### src/rtl/deserializer.sv
// Serial-to-parallel word assembler, LSB first, framed by frame_start.
// One-word output register with valid/ready drain and overflow/frame error pulses.
module deserializer #(
   parameter int DATA_WIDTH = 16
) (
   input  logic                  clk,
   input  logic                  resetn,
   input  logic                  din,
   input  logic                  din_en,
   input  logic                  frame_start,
   output logic [DATA_WIDTH-1:0] dout,
   output logic                  dout_valid,
   input  logic                  dout_ready,
   output logic                  overflow,
   output logic                  frame_err
);

   localparam int CW = $clog2(DATA_WIDTH);
   localparam logic [CW-1:0] LAST = CW'(DATA_WIDTH - 1);

   typedef enum logic {
      IDLE,
      SHIFT
   } state_t;

   state_t                  state;
   logic [CW-1:0]           count;
   logic [DATA_WIDTH-1:0]   shreg;
   logic [DATA_WIDTH-1:0]   word;
   logic                    can_load;

   // Partial word with the current bit merged in at its position.
   always_comb begin
      word        = shreg;
      word[count] = din;
   end

   assign can_load = !dout_valid || dout_ready;

   always_ff @(posedge clk) begin
      if (!resetn) begin
         state      <= IDLE;
         count      <= '0;
         shreg      <= '0;
         dout       <= '0;
         dout_valid <= 1'b0;
         overflow   <= 1'b0;
         frame_err  <= 1'b0;
      end else begin
         overflow  <= 1'b0;
         frame_err <= 1'b0;
         if (dout_valid && dout_ready)
            dout_valid <= 1'b0;
         if (din_en) begin
            if (frame_start) begin
               // A new frame always wins, even over a completing bit.
               frame_err <= (state == SHIFT);
               shreg     <= {{(DATA_WIDTH-1){1'b0}}, din};
               count     <= CW'(1);
               state     <= SHIFT;
            end else if (state == SHIFT) begin
               if (count == LAST) begin
                  state <= IDLE;
                  count <= '0;
                  shreg <= '0;
                  if (can_load) begin
                     dout       <= word;
                     dout_valid <= 1'b1;
                  end else begin
                     overflow <= 1'b1;
                  end
               end else begin
                  shreg <= word;
                  count <= count + CW'(1);
               end
            end
         end
      end
   end

endmodule
### config.mk
export PLATFORM = sky130hd
export DESIGN_NAME = deserializer
export DESIGN_NICKNAME = d
export VERILOG_FILES = /design/src/rtl/deserializer.sv
export SDC_FILE = /design/constraint.sdc
export NUM_CORES = 1
export LEC_CHECK = 0
export BUFFER_PORTS_ARGS = -buffer_cell sky130_fd_sc_hd__buf_4
export CAP_MARGIN = 20
export CELL_PAD_IN_SITES_DETAIL_PLACEMENT = 2
export CELL_PAD_IN_SITES_GLOBAL_PLACEMENT = 2
export CORE_MARGIN = 3
export CORE_UTILIZATION = 36
export DETAILED_ROUTE_END_ITERATION = 10
export PLACE_DENSITY = 0.86
export SYNTH_ARGS = -nofsm -noshare
export SYNTH_HDL_FRONTEND = slang
export SYNTH_SLANG_ARGS = --single-unit
### constraint.sdc
create_clock -name clk -period 2 [get_ports clk]
set_clock_uncertainty 0.2 [all_clocks]
set_input_delay 0.1 -clock clk [delete_from_list [all_inputs] [get_ports clk]]
set_output_delay 0.1 -clock clk [all_outputs]
set_load 0.005 [all_outputs]
# Word level (Yosys, flattened, before mapping)
# Index checks and enable logic that the tools add are counted.
dict set report op_classes {
  muxes 19
  magnitude_cmp 2
  n_div 0
  n_mul 0
  n_eq_ne 1
  addsub 1
  bitwise 5
  n_reduce_logical 9
  shifts 0
}
# cell count
set ops {}
lappend ops {{16-bit 2-to-1 mux} 3}
lappend ops {{16-bit bitwise mux} 1}
lappend ops {{4-bit 2-to-1 mux} 3}
lappend ops {{1-bit 2-to-1 mux} 11}
lappend ops {{4-bit by 5-bit < comparator with 1-bit output (second input constant)} 1}
lappend ops {{1-bit NOT} 5}
lappend ops {{5-bit AND reduction} 1}
lappend ops {{5-bit OR reduction} 1}
lappend ops {{4-bit by 1-bit adder with 4-bit output (second input constant)} 1}
lappend ops {{1-bit demux with 4-bit select} 1}
lappend ops {{4-bit == test (second input constant)} 1}
lappend ops {{4-bit by 1-bit greater-or-equal comparator with 1-bit output (second input constant)} 1}
lappend ops {{3-bit AND reduction} 1}
lappend ops {{1-bit logical AND} 2}
lappend ops {{2-bit AND reduction} 1}
lappend ops {{2-bit nonzero test} 1}
lappend ops {{1-bit logical NOT} 1}
lappend ops {{1-bit logical OR} 1}
dict set report word_totals {
  romBits 0
  latchBits 0
  input_bits 6
  n_memories 0
  out_inout_bits 19
  ff_bits 40
  word_cells 44
  ram_bits 0
}

# Depth between registers and ports, before layout
dict set report depth {
  word_depth 8
  ltp_mapped 7
}

# Worst setup path after synthesis
# No wires, ideal clock.
dict set report synth_path {
  path_kind {reg-to-reg}
  from {reg count[0]}
  to {reg shreg[0]}
  t_arrival_ns 1.467
  required_ns 1.667
  n_path_buf 0
  synth_period_minus_slack_ns 1.799
  stages_incl_launch_ff 6
  setup_time_ns 0.133
  setup_slack_ns 0.201
  path_cell_list {dfxtp_1 > inv_1 > ha_1 > or3b_1 > a2111oi_0 > nor3b_1}
}
dict set report synth_between {
  elab_chain_cells 8
  elab_cells_between_ends 10
}
# item line_no
set synth_rtl {}
lappend synth_rtl {{from (decl)} 27} ;# logic [CW-1:0] count;
lappend synth_rtl {{from (signal assigned)} 74} ;# count <= count + CW'(1);
lappend synth_rtl {{4-bit by 5-bit < comparator with 1-bit output (not written as such) or 4-bit by 1-bit greater-or-equal comparator with 1-bit output (tied branches)} 35} ;# word[count] = din;
lappend synth_rtl {{1-bit logical AND (not written as such)} 35}
lappend synth_rtl {{1-bit 2-to-1 mux (not written as such)} 35}
lappend synth_rtl {{1-bit demux with 4-bit select} 35}
lappend synth_rtl {{16-bit bitwise mux} 35}
lappend synth_rtl {{16-bit 2-to-1 mux (*)} 62} ;# if (count == LAST) begin
lappend synth_rtl {{16-bit 2-to-1 mux (*)} 61} ;# end else if (state == SHIFT) begin
lappend synth_rtl {{16-bit 2-to-1 mux (*)} 55} ;# if (frame_start) begin
lappend synth_rtl {{to (signal assigned)} 58} ;# shreg <= {{(DATA_WIDTH-1){1'b0}}, din};
lappend synth_rtl {{to (signal assigned)} 73} ;# shreg <= word;
lappend synth_rtl {{to (decl)} 28} ;# logic [DATA_WIDTH-1:0] shreg;
# Every way passes the cells marked *; elsewhere a longest branch is shown, timed or not. The select of a mux whose other input is x is not followed.
# A chain may end at the register's enable or synchronous reset.

# Worst setup path after layout
dict set report layout_path {
  from {reg count[1]}
  to {reg shreg[0]}
}
# Same word-level chain as after synthesis.

==> flow_metrics.py <==
metrics = {
    "status": {
        "status": "finished, final reports clean",
    },
    "layout": {
        "multiInputGateArea_um2": 983,
        "finalNetCount": 226,
        "design_area_um2": 2300,
        "final-seq-area_um2": 802,
        "drive_gt1_frac": 0.278,
        "fill_cells": 538,
        "n_antenna_cell": 0,
        "utilization": 0.466,
        "area_delta_synth_final_pct": 19.6,
        "final_cells": 283,
    },
    "timing": {
        "fin_crit_ns": 1.90,
        "setup_viol": 0,
        "slew_headroom": 0.662,
        "worst_slew_pin_slew_ns": 0.506,
        "fmax_mhz": 527,
        "fin_crit_sh": 0.949,
        "tns_ns": 0,
        "timing.final.ws_setup_ns": 0.102,
        "hold_viol": 0,
        "slew_violations": 0,
        "hold_ws_ns": 0.0159,
        "rsz0062_at_grt": "no",
    },
    "routing": {
        "vias_per_cell": 5.70,
        "drtAntennaViolNets": 0,
        "drtPass1Iterations": 4,
        "drt-wirelength-per-cell_um": 20.5,
        "vias": 1612,
        "drtIter0Drc": 68,
        "drcViolationCount": 0,
        "wl_mm": 5.79,
    },
    "power_and_ir_drop": {
        "powerDensity_nw_per_um2": 648,
        "power_switching_share": 0.249,
        "peakVddDrop_uv": 341,
        "power.leakage_nw": 0.888,
        "p_switching_mw": 0.372,
        "intPower_mw": 1.12,
        "seq_power_share": 0.542,
        "pwr-share-clk": 0.393,
        "p_comb_frac": 0.065,
        "power_mw": 1.49,
    },
    "yosys": {
        "synth-edff-count": 0,
        "yosysWarningCount": 0,
        "yosys_most_used_dff": "dfxtp_1",
        "synth_top_area_share": 0.416,
        "synth_seq_area_share": 0.416,
        "synth_adder_area_share": 0.0325,
        "avgSynthCellArea_um2": 10.2,
        "synth_top_family_by_area": "compound AO/OA/AOI/OAI gates",
        "synthMuxAreaShare": 0.0780,
        "syn-instance-count": 189,
        "synthDistinctLibCells": 37,
        "ys_async_sr_fraction": 0,
        "yosys.area.top_type": "dfxtp_1",
        "synth_most_common_cell": "dfxtp_1",
        "syn-cell-area_um2": 1930,
        "synth-seq-cells": 40,
        "synthSimpleGateAreaFrac": 0.143,
        "syn_nets": 200,
        "synth_xor_area_frac": 0,
        "synth-compound-area-share": 0.253,
        "synth_area_leaders": "dfxtp_1, mux2i_1, a211oi_2, o2bb2ai_1, a31oi_1",
        "netlist_top_cells_count": "dfxtp_1, a31oi_1, mux2i_1, o2bb2ai_1, a211oi_2",
    },
    "global_route": {
        "grt_usage": 0.202,
        "grt_max_degree": 19,
        "grt_pass1_vias": 1861,
        "grt_pass1_wl_mm": 9.74,
        "antenna_found_initial": 0,
        "gr-total-overflow": 0,
    },
    "critical_path": {
        "end_kind": "flop",
        "crit_arrival_ns": 1.87,
        "startpoint_type": "flop",
        "cp.required_ns": 1.97,
        "path_max_fanout": 6,
        "path_class": "reg2reg",
    },
    "die": {
        "die-width_um": 79.1,
        "fp-row-count": 25,
        "core_um2": 4940,
        "start_util": 0.390,
        "die-area_um2": 6260,
        "die_h_um": 79.1,
        "ios": 25,
    },
    "clock_tree": {
        "clockBufferDepth": 2,
        "cts_root_buf": "clkbuf_8",
        "clkTransAtPathRegs_ns": 0.08,
        "cts_tree": "done",
        "htreeDepth": 2,
        "cts_buffers": 5,
        "post-cts-setup-buffers": 0,
        "clk_latency_ns": 0.29,
        "clock-sinks": 40,
    },
    "placement": {
        "placed_cells": 272,
        "dpl_worst_slack_ns": 0.0859,
        "portBuffers": 24,
        "dp_hpwl_mm": 4.02,
        "place.gp.congestion": 0.770,
        "placed_area_um2": 2170,
    },
    "worst_hold_path": {
        "min_path_type": "in2reg",
    },
    "flow_run": {
        "maxCapViolations": 0,
    },
}
routing by layer:
| layer | wire length (um) | vias to the layer above | GRT usage |
|---|---|---|---|
| met5 | 0 | - | 0 |
| met4 | 111 | 0 | 0.0722 |
| met3 | 153 | 11 | 0.0420 |
| met2 | 3010 | 27 | 0.364 |
| met1 | 2510 | 808 | 0.234 |
| li1 | - | 766 | - |
power by group through the flow:
stage               logic (mW)  registers [mW]  clock network, mW
floorplan               0.0598           0.825                  0
CTS                     0.0976           0.808              0.595
global route             0.109           0.810              0.619
detailed placement      0.0919           0.828                  0
finish                  0.0972           0.809              0.586
global placement        0.0856           0.826                  0
worst paths after layout:
| path | end | start | cells after the start | slack (ns) |
|---|---|---|---|---|
| max | shreg[0] | count[1] | 5 | 0.10 |
| min | dout[0] | din | 3 | 0.02 |
| max reg2reg | shreg[0] | count[1] | 5 | 0.10 |
| min reg2reg | shreg[2] | shreg[2] | 1 | 0.28 |
layout by cell type (no fill, tap or decap), types with 6 or more instances in the layout:
master,instances
a31oi_1,19
clkbuf_8,6
a211oi_2,11
mux2i_1,15
o2bb2ai_1,14
dfxtp_1,39
nand2_1,7
nand3b_1,9
buf_4,36
registers in the layout (all words and copies together) (netlist names):
register / cells
dout_valid: 1
count: 4
dout: 16
overflow: 1
shreg: 16
frame_err: 1
state: 1
cells by family (layout without fill, tap and decap cells):
group | Yosys count | in the layout
adder cells (fa/ha/maj) | 5 | 5
buffers and inverters | 25 | 52
AND/OR/NAND/NOR | 44 | 44
multiplexers | 15 | 15
flip-flops | 40 | 40
AO/OA/AOI/OAI | 60 | 60
layout make-up:
cell class / count / share of cell area
multi-input cells: 124 / 0.427
flip-flops and latches: 40 / 0.348
repair buffers: 40 / 0.139
well taps: 67 / 0.0364
clock buffers: 6 / 0.0359
clock inverters: 2 / 0.00652
inverters: 4 / 0.00652
critical path, cell delays in order, from the launching register on:
cell and delay (ns):
dfxtp_1 0.37, inv_1 0.11, ha_1 0.17, or3b_1 0.37, a2111oi_0 0.45, nor3b_1 0.10
timing repair:
action	in CTS	in global routing
hold endpoints to repair	7	0
hold buffers	3	0
endpoints found under the setup margin	0	5
resized for setup	0	3
(Power assumes the default switching activity.)
